## config.mk

```make
export PLATFORM = sky130hd
export DESIGN_NAME = pipe_step_ctrl
export DESIGN_NICKNAME = d
export VERILOG_FILES = /design/src/rtl/pipe_step_pkg.sv /design/src/rtl/sw_debounce.sv /design/src/rtl/pipe_step_ctrl.sv
export SDC_FILE = /design/constraint.sdc
export NUM_CORES = 1
export LEC_CHECK = 0
export CORE_ASPECT_RATIO = 0.7
export CORE_MARGIN = 2
export CORE_UTILIZATION = 30
export DETAILED_ROUTE_END_ITERATION = 16
export PLACE_DENSITY = 0.45
export SKIP_CTS_REPAIR_TIMING = 1
export SLEW_MARGIN = 20
export SYNTH_ARGS = -nofsm -noshare
export SYNTH_HDL_FRONTEND = slang
export SYNTH_SLANG_ARGS = --single-unit
```

## constraint.sdc

```tcl
create_clock -name clk -period 8.17 [get_ports clk]
set_clock_uncertainty 0.15 [all_clocks]
set_input_delay 1.2255 -clock clk [delete_from_list [all_inputs] [get_ports clk]]
set_output_delay 1.2255 -clock clk [all_outputs]
set_load 0.01 [all_outputs]
```

## src/rtl/pipe_step_pkg.sv

```systemverilog
// rtl/pipe_step_pkg.sv - mode encodings and step FSM state type for pipe_step_ctrl
package pipe_step_pkg;

  localparam logic [1:0] MODE_HALT = 2'b00;
  localparam logic [1:0] MODE_STEP = 2'b01;
  localparam logic [1:0] MODE_DIV  = 2'b10;
  localparam logic [1:0] MODE_FULL = 2'b11;

  typedef enum logic [1:0] {
    ST_HALT,
    ST_ARMED,
    ST_RUN_DIV,
    ST_RUN_FULL
  } step_state_t;

  function automatic step_state_t mode_to_state(input logic [1:0] m);
    case (m)
      MODE_STEP: return ST_ARMED;
      MODE_DIV:  return ST_RUN_DIV;
      MODE_FULL: return ST_RUN_FULL;
      default:   return ST_HALT;
    endcase
  endfunction

endpackage

```

## src/rtl/sw_debounce.sv

```systemverilog
// rtl/sw_debounce.sv - one switch channel: 2-flop synchroniser, stability counter, edge pulses
module sw_debounce #(
  parameter int DB_CYCLES = 600000,
  parameter int DB_W      = 21
) (
  input  logic clk,
  input  logic reset,
  input  logic raw,
  output logic db,
  output logic rise,
  output logic fall
);

  localparam logic [DB_W-1:0] CNT_MAX = DB_W'(DB_CYCLES - 1);

  logic            sync1;
  logic            sync2;
  logic            cand;
  logic [DB_W-1:0] cnt;

  // Synchroniser runs through reset so sw_db can load the settled level.
  always_ff @(posedge clk) begin
    sync1 <= raw;
    sync2 <= sync1;
  end

  always_ff @(posedge clk) begin
    rise <= 1'b0;
    fall <= 1'b0;
    if (reset) begin
      cand <= sync2;
      db   <= sync2;
      cnt  <= '0;
    end else if (sync2 != cand) begin
      cand <= sync2;
      cnt  <= '0;
    end else if (cnt == CNT_MAX && cand != db) begin
      db   <= cand;
      cnt  <= '0;
      rise <= cand;
      fall <= ~cand;
    end else if (cnt < CNT_MAX) begin
      cnt <= cnt + DB_W'(1);
    end
  end

endmodule

```

## src/rtl/pipe_step_ctrl.sv

```systemverilog
// rtl/pipe_step_ctrl.sv - debounced switches and pipeline step_en generator (breakpoint: PIPE_STEP_BRK_EN)
module pipe_step_ctrl
  import pipe_step_pkg::*;
#(
  parameter int N_SW      = 4,
  parameter int DB_CYCLES = 600000,
  parameter int DB_W      = 21,
  parameter int STEP_CH   = 0,
  parameter int DIV_W     = 24,
  parameter int CNT_W     = 32
) (
  input  logic             clk,
  input  logic             reset,
  input  logic [N_SW-1:0]  sw_raw,
  input  logic [1:0]       mode,
  input  logic [DIV_W-1:0] run_div,
  input  logic             reg_write,
  output logic [N_SW-1:0]  sw_db,
  output logic [N_SW-1:0]  sw_rise,
  output logic [N_SW-1:0]  sw_fall,
  output logic             step_en,
  output logic [CNT_W-1:0] step_cnt,
  output logic             led
`ifdef PIPE_STEP_BRK_EN
  ,
  input  logic [CNT_W-1:0] brk_cnt,
  input  logic             brk_arm,
  output logic             brk_hit
`endif
);

  for (genvar i = 0; i < N_SW; i++) begin : g_db
    sw_debounce #(
      .DB_CYCLES(DB_CYCLES),
      .DB_W     (DB_W)
    ) u_db (
      .clk  (clk),
      .reset(reset),
      .raw  (sw_raw[i]),
      .db   (sw_db[i]),
      .rise (sw_rise[i]),
      .fall (sw_fall[i])
    );
  end

  step_state_t      state;
  step_state_t      next_state;
  logic [DIV_W-1:0] div_q;
  logic [DIV_W-1:0] div_d;
  logic [DIV_W-1:0] run_div_q;
  logic [DIV_W-1:0] period;
  logic             step_en_d;

`ifdef PIPE_STEP_BRK_EN
  logic brk_lock;
  logic brk_arm_q;
  logic brk_fire;
`endif

  // step_en is decided from the state being entered, so a mode change acts one cycle later.
  always_comb begin
    next_state = mode_to_state(mode);
`ifdef PIPE_STEP_BRK_EN
    if (brk_lock) next_state = ST_HALT;
`endif
    step_en_d = 1'b0;
    div_d     = '0;
    period    = (run_div == '0) ? DIV_W'(1) : run_div;
    case (next_state)
      ST_ARMED:    step_en_d = sw_rise[STEP_CH];
      ST_RUN_DIV: begin
        if (state == ST_RUN_DIV && run_div == run_div_q) begin
          if (div_q >= period - DIV_W'(1)) begin
            step_en_d = 1'b1;
          end else begin
            div_d = div_q + DIV_W'(1);
          end
        end
      end
      ST_RUN_FULL: step_en_d = 1'b1;
      default:     step_en_d = 1'b0;
    endcase
`ifdef PIPE_STEP_BRK_EN
    brk_fire = brk_arm && step_en_d &&
               (next_state == ST_RUN_DIV || next_state == ST_RUN_FULL) &&
               (step_cnt + CNT_W'(1) == brk_cnt);
`endif
  end

  always_ff @(posedge clk) begin
    if (reset) begin
      state     <= ST_HALT;
      step_en   <= 1'b0;
      step_cnt  <= '0;
      led       <= 1'b0;
      div_q     <= '0;
      run_div_q <= run_div;
    end else begin
      state     <= next_state;
      step_en   <= step_en_d;
      step_cnt  <= step_cnt + CNT_W'(step_en_d);
      led       <= led ^ (reg_write & step_en);
      div_q     <= div_d;
      run_div_q <= run_div;
    end
  end

`ifdef PIPE_STEP_BRK_EN
  // The lock holds HALT after a hit until software parks the mode at 00.
  always_ff @(posedge clk) begin
    if (reset) begin
      brk_hit   <= 1'b0;
      brk_lock  <= 1'b0;
      brk_arm_q <= 1'b0;
    end else begin
      brk_arm_q <= brk_arm;
      if (brk_fire) begin
        brk_hit  <= 1'b1;
        brk_lock <= 1'b1;
      end else begin
        if (mode == MODE_HALT) brk_lock <= 1'b0;
        if (brk_arm_q && !brk_arm) brk_hit <= 1'b0;
      end
    end
  end
`endif

endmodule

```

## Yosys cells after proc, flatten, opt, wreduce, memory -nomap -nowiden

Cells that the tools add are included.

- Output and inout port bits: 46
- Register bits after elaboration: 192
- Word-level logic and storage cells: 134
- Input bits: 33
- Memories: 0
- Bits in read-only memories: 0
- Latch bits: 0
- Bits in writable memories: 0

- $add $sub $neg: 7
- Equality and inequality tests: 24
- Order comparisons: 5
- Multiplexer cells: 25
- Multiply operators: 0
- Bitwise operators: 12
- Reductions and logical operators: 27
- Div/mod/pow operators: 0
- Shifts and indexed selects: 0

Operator list:

| cell | count |
|---|---|
| adder 21 x 1 -> 21 bit, second input constant | 4 |
| equality test 21 x 20 -> 1 bit, second input constant | 4 |
| < comparator 21 x 20 -> 1 bit, second input constant | 4 |
| adder 32 x 1 -> 32 bit | 1 |
| adder 24 x 1 -> 24 bit, second input constant | 1 |
| equality test 24 bit | 1 |
| >= comparator 24 bit | 1 |
| zero test 24 bit | 1 |
| two-way mux 24 bit | 1 |
| OR reduction 3 bit | 8 |
| subtractor 24 x 1 -> 24 bit, second input constant | 1 |
| two-way mux 1 bit | 22 |
| nonzero test 2 bit | 8 |
| equality test 2 bit, second input constant | 5 |
| inverter 1 bit | 10 |
| != test 1 bit | 8 |
| != test 2 bit, second input constant | 4 |
| AND reduction 2 bit | 4 |
| one-hot mux 2 bit (3 select lines) | 1 |
| logical AND 1 bit | 5 |
| equality test 2 x 1 -> 1 bit, second input constant | 2 |
| OR reduction 4 bit | 1 |
| one-hot mux 1 bit (3 select lines) | 1 |
| bitwise AND 1 bit | 1 |
| bitwise XOR 1 bit | 1 |

## Longest topological paths before layout

- Depth in word-level cells: 8
- Depth in mapped cells: 26
- Depth with buffers taken out: 25

## Modules after synthesis

A second synthesis with hierarchy kept.

- Cell total of the unflattened synthesis: 1091
- Area, all modules: 9726.8 um^2

By module, submodules not included:

| module | cells an instance | area an instance (um^2) | times used |
|---|---|---|---|
| pipe_step_ctrl | 477 | 4259.1 | 1 |
| sw_debounce at g_db[0].u_db ... | 154 | 1367.6 | 3 |
| sw_debounce at g_db[3].u_db | 152 | 1365.1 | 1 |

## Worst setup path before layout

OpenSTA, ideal clock, no wires.

- Path type: input-to-reg
- From: input run_div[17]
- To: register step_cnt[26]
- Path buffers: 1
- Stages on the path: 25
- Arrival: 6.028 ns
- Slack: 1.921 ns
- Setup time: 0.071 ns
- Path through: or4_1 -> or3_1 -> or2_1 -> nor2_1 -> nor2_1 -> ha_1 -> nand3_1 -> nor2_1 -> nand2_1 -> nor4_1 -> xnor2_1 -> ha_1 -> nand4_1 -> nor4_1 -> nand2_1 -> o21ai_0 -> o21bai_1 -> nand2_1 -> ha_1 -> ha_1 -> nand3_1 -> or4_1 -> clkbuf_1 -> or3_1 -> a21oi_1

- Cells in the longest elaborated chain, start to end: 8

RTL lines:

| element | RTL line | text |
|---|---|---|
| start, declared | pipe_step_ctrl.sv:16 | `input logic [DIV_W-1:0] run_div,` |
| zero test 24 bit | pipe_step_ctrl.sv:68 | `period = (run_div == '0) ? DIV_W'(1) : run_div;` |
| two-way mux 24 bit | pipe_step_ctrl.sv:68 |  |
| subtractor 24 x 1 -> 24 bit | pipe_step_ctrl.sv:73 | `if (div_q >= period - DIV_W'(1)) begin` |
| >= comparator 24 bit | pipe_step_ctrl.sv:73 |  |
| two-way mux 1 bit | pipe_step_ctrl.sv:73 |  |
| two-way mux 1 bit * | pipe_step_ctrl.sv:72 | `if (state == ST_RUN_DIV && run_div == run_div_q) begin` |
| one-hot mux 1 bit (3 select lines) * | pipe_step_ctrl.sv:69 | `case (next_state)` |
| net step_en_d | pipe_step_ctrl.sv:52 | `logic step_en_d;` |
| adder 32 x 1 -> 32 bit * | pipe_step_ctrl.sv:101 | `step_cnt <= step_cnt + CNT_W'(step_en_d);` |
| end signal, assigned | pipe_step_ctrl.sv:101 |  |
| end, declared | pipe_step_ctrl.sv:22 | `output logic [CNT_W-1:0] step_cnt,` |

The timed path passes the listed nets; every way through them passes the cells marked *.
A chain may end at the register's enable or synchronous reset.

## Worst setup path in the final report

- From: input run_div[17]
- To: register step_cnt[22]

The elaborated chain is that of the path after synthesis.

==> tab_implementation.tex <==
\begin{tabular}{lr}
\hline
Metric & Value \\
\hline
\multicolumn{2}{l}{\textbf{Finish}} \\
\quad Most frequent cells in the layout & dfxtp\_1 (184), nor2\_1 (158), xor2\_1 (90) \\
\quad Number of antenna cells inserted & 0 \\
\quad Most common library cell in the layout ignoring fill and taps & dfxtp\_1 \\
\quad Post-layout nets & roughly 1.1k \\
\quad Proportion of layout cells with a drive suffix above 1 & 5.56\% \\
\quad Area added between synthesis and finish & 19.0\% \\
\quad Layout Cells excl Fill & 1509 \\
\multicolumn{2}{l}{\textbf{Pwr}} \\
\quad Power spent charging and discharging nets & 0.458 mW \\
\quad Register share of total power & 48.3\% \\
\quad Clock power frac & 46.6\% \\
\quad Part of the total power dissipated in combinational logic & slightly above 5\% \\
\quad Final Power & just over 2 mW \\
\quad Leakage power of the design & 3.77 nW \\
\quad Switching share of total power & 22.8\% \\
\quad Ratio of total power to cell area & 182 mW/mm\^{}2 \\
\quad Internal cell power & 1.55 mW \\
\quad Max VDD drop & 0.106 mV \\
\multicolumn{2}{l}{\textbf{Critical path}} \\
\quad Total buffers and inverters traversed by the critical path & 1 \\
\quad Launch point of the critical path & run\_div[17] \\
\quad Worst setup SP type & input port \\
\quad Ordered list of cells on the worst path & clkdlybuf4s50\_1, or4\_1, or3\_1, or2\_1, nor2\_1, nor2\_1, ha\_1, nand3\_1, or2\_1, nor4\_1, xnor2\_1, ha\_1, nand4\_1, nor4\_1, nand2\_1, o21ai\_0, o21bai\_1, nand2\_1, ha\_1, ha\_1, nand3\_1, or4\_1, or3\_1, a21oi\_1 \\
\quad Signal arrival time at the worst endpoint & 7.35 ns \\
\quad Worst path top cell family by delay & simple AND/OR/NAND/NOR gates \\
\quad Worst Path Class, Setup & in2reg \\
\quad Critical path endpoint & step\_cnt[22] \\
\quad Worst Path Required & 8.39 ns \\
\quad Category of the worst setup path capture point & flip-flop \\
\quad R2R cell count & 13 \\
\quad Stages on the worst setup path & 24 \\
\quad Slowest stage cell on the critical path & or4\_1 \\
\quad R2r startpoint & div\_q[3] \\
\quad Critical path fanouts, max & 10 \\
\quad Crit path top cell by count & ha\_1 \\
\quad Worst r2r dst & step\_cnt[22] \\
\quad Register-to-Register Setup Slack & 4.31 ns \\
\quad Maximum cell stage delay along the critical path & 0.72 ns \\
\multicolumn{2}{l}{\textbf{Clock network}} \\
\quad Maximum level of the CTS H-tree & 4 \\
\quad Root Buffer Master & clkbuf\_16 \\
\quad Worst skew pair latency & 0.44 ns \\
\quad Clock tree from TritonCTS & built \\
\quad Number of buffers created by CTS & 17 \\
\quad Maximum count of clock buffers along a single path & 2 \\
\quad Clock-pin slew reported for the worst setup and hold paths after clock tree synthesis & 0.07 ns \\
\quad Number of clock sinks & 192 \\
\multicolumn{2}{l}{\textbf{Routing}} \\
\quad Total detailed-routing wirelength & 20900 um \\
\quad Vias after detailed routing & between 7k and 8k \\
\quad Detailed-router iteration count before antenna repair & 5 \\
\quad Routed wire length per instance & 13.8 um \\
\quad Routed via count divided by cell count & around 4.7 \\
\quad Count of nets left with antenna violations after detail routing & 0 \\
\quad Detailed-route DRC error count & 0 \\
\quad 1st-iter DRT viols & 320 \\
\multicolumn{2}{l}{\textbf{Die}} \\
\quad Rows & 53 \\
\quad Core Box Area & 0.0302 sq mm \\
\quad DIE AREA & $\sim$0.032 sq mm \\
\quad Initial standard-cell utilization of the core & 30.7\% \\
\quad Y dimension of the die & 151 um \\
\quad Die Width & 214 um \\
\quad I/O pin count & 79 \\
\multicolumn{2}{l}{\textbf{Timing}} \\
\quad Worst setup margin & roughly 1.0 ns \\
\quad F\_max & 140 MHz \\
\quad Hold\_ws & roughly 0.18 ns \\
\quad Setup repair after global routing missed its margin & no \\
\quad Worst Tran Pin Value & 1.02 ns \\
\quad Final-layout setup total negative slack & 0 ns \\
\quad Hold violation count in the final report & 0 \\
\quad Finish-stage setup viols & 0 \\
\quad Post-route clock period utilization & 87.2\% \\
\quad Max Slew Vio Count & 0 \\
\quad Crit path time final & roughly 7.1 ns \\
\quad Headroom to the max-slew limit & a little under a third \\
\multicolumn{2}{l}{\textbf{Run status}} \\
\quad Result of the run & finished clean \\
\multicolumn{2}{l}{\textbf{Worst hold path}} \\
\quad Launch point of the worst hold path & g\_db[0].u\_db.sync1 \\
\quad Hold crit path type & reg2reg \\
\multicolumn{2}{l}{\textbf{Place}} \\
\quad Placed Cells & $\sim$1.5k \\
\quad DPL Wire Length & 15200 um \\
\quad Count of buffers from port buffering & between 70 and 80 \\
\quad Worst setup slack before clock tree synthesis & 0.576 ns \\
\quad Routability-driven placement congestion ratio & 0.771 \\
\multicolumn{2}{l}{\textbf{Synthesis}} \\
\quad Leading post-synthesis cells by cell area & dfxtp\_1 (40\%), xor2\_1 (8.5\%), xnor2\_1 (6.7\%) \\
\quad Proportion of synthesized chip area in sequential cells & a little over two fifths \\
\quad Post-synthesis instance area & 0.00926 sq mm \\
\quad Proportion of register bits with asynchronous set or reset after synthesis & 0\% \\
\quad Cell type with the highest aggregate area in the netlist & dfxtp\_1 \\
\quad Ys Warns & 0 \\
\quad Area share of the leading cell type in the synthesized netlist & 39.8\% \\
\quad Library cells used by synthesis & 64 \\
\quad Register bit count reported by yosys & between 150 and 200 \\
\quad Primary flip-flop cell chosen by synthesis mapping & dfxtp\_1 \\
\quad Average footprint of a synthesized cell & approximately 9 sq um \\
\quad Count of mapped cells out of synthesis & 1023 \\
\quad Synthesized netlist net count & roughly 1.1k \\
\quad Post-synth EDFFs & 8 \\
\multicolumn{2}{l}{\textbf{Global route}} \\
\quad Number of global-route vias before repair & 6611 \\
\quad Global-route wire length before repair & 34900 um \\
\quad Pin count of the biggest net entering global routing & 58 \\
\quad Total global-route track usage & a little over an eighth \\
\quad Antenna violations before repair & 0 \\
\quad Gr ovfl total & 0 \\
\multicolumn{2}{l}{\textbf{Flow run}} \\
\quad Reported max-cap violation count & 0 \\
\hline
\end{tabular}
routing by layer:
metal | vias to the layer above | share of wire, % | GRT usage, % | routed length (um)
met3 | 13 | 3.5 | 3.53 | 735
met4 | 0 | 1.0 | 3.95 | 217
met1 | 3254 | 54 | 19.5 | 11300
li1 | 3683 | - | - | -
met5 | - | 0 | 0 | 0
met2 | 72 | 41 | 19.5 | 8580
sequential cells by signal, summed over array words and instances (netlist names):
name and cells:
state 2, g_db.u_db.fall 4, g_db.u_db.sync2 4, run_div_q 24, g_db.u_db.cand 4, step_cnt 32
div_q 24, g_db.u_db.sync1 4, g_db.u_db.rise 4, led 1, g_db.u_db.db 4, step_en 1
g_db.u_db.cnt 84
area by class of cell:
type,count,area [sq um]
clock buffers,17,425
well taps,412,515
repair buffers,80,791
flip-flops and latches,192,3920
fillers,3091,19100
inverters,18,67.6
clock inverters,15,230
multi-input cells,775,5070
per-stage QoR:
stage                     instance area [sq um]  util, %
after floorplan                            9260        -
after global routing                      11000     36.5
final                                     11000     36.5
after global placement                    10400     34.3
after detailed placement                  10400     34.3
after CTS                                 11000     36.5
worst reg2reg max path, cell delays in order (launching register included):
cell      delay, ns
dfxtp_1        0.36
ha_1           0.30
nor2_1         0.04
or3_1          0.36
o221ai_1       0.25
a31o_1         0.19
o21bai_1       0.10
nand2_1        0.10
ha_1           0.23
ha_1           0.25
nand3_1        0.19
or4_1          0.72
or3_1          0.40
a21oi_1        0.14
kinds of logic (layout without fill, tap and decap cells):
group | Yosys count | in the layout | synth area share [%]
compound gates | 93 | 93 | 6.90
xor+xnor | 161 | 161 | 15.2
fa+ha+maj | 32 | 32 | 4.32
buf+inv | 56 | 130 | 3.07
flops | 192 | 192 | 42.4
mux | 6 | 6 | 0.702
simple gates | 483 | 483 | 27.4
synthesized netlist by cell type, types with 3 or more instances:
| master | count |
|---|---|
| dfxtp_1 | 184 |
| nor2_1 | 158 |
| xor2_1 | 90 |
| xnor2_1 | 71 |
| nand2_1 | 68 |
| nand3_1 | 58 |
| nand4_1 | 40 |
| ha_1 | 32 |
| a21oi_1 | 29 |
| nor3_1 | 22 |
| and3_1 | 21 |
| inv_1 | 18 |
| clkbuf_1 | 16 |
| nor4_1 | 16 |
| or3_1 | 15 |
| buf_4 | 14 |
| o21ai_0 | 14 |
| o21ai_1 | 12 |
| nor4b_1 | 9 |
| and4_1 | 8 |
| edfxtp_1 | 8 |
| nand2b_1 | 8 |
| or4_1 | 8 |
| a21o_1 | 7 |
| and2_1 | 7 |
| nor2b_1 | 7 |
| nand4b_1 | 6 |
| or2_1 | 6 |
| a31oi_1 | 5 |
| buf_2 | 5 |
| a211oi_1 | 4 |
| and4b_1 | 4 |
| mux2_2 | 4 |
| nor3_2 | 4 |
| a2111oi_4 | 3 |
| nor3b_2 | 3 |
power groups by stage:
stage / logic [mW] / clock network (mW) / registers (mW)
after CTS: 0.105 / 0.971 / 0.972
after global routing: 0.115 / 1.01 / 0.974
final: 0.102 / 0.937 / 0.972
after floorplan: 0.0615 / 0 / 0.991
after detailed placement: 0.104 / 0 / 0.994
after global placement: 0.105 / 0 / 0.994
worst min-delay path by stage:
| stage | end | slack, ns | cells past startpoint |
|---|---|---|---|
| 2_1_floorplan | g_db[0].u_db.sync2 | 0.16 | 0 |
| 3_3_place_gp | g_db[0].u_db.sync2 | 0.16 | 0 |
| 3_5_place_dp | g_db[0].u_db.sync2 | 0.16 | 0 |
| 4_1_cts | g_db[0].u_db.sync2 | 0.18 | 0 |
| 5_1_grt | g_db[1].u_db.sync2 | 0.20 | 0 |
| 6_report | g_db[0].u_db.sync2 | 0.18 | 0 |
(Power assumes the default switching activity.)
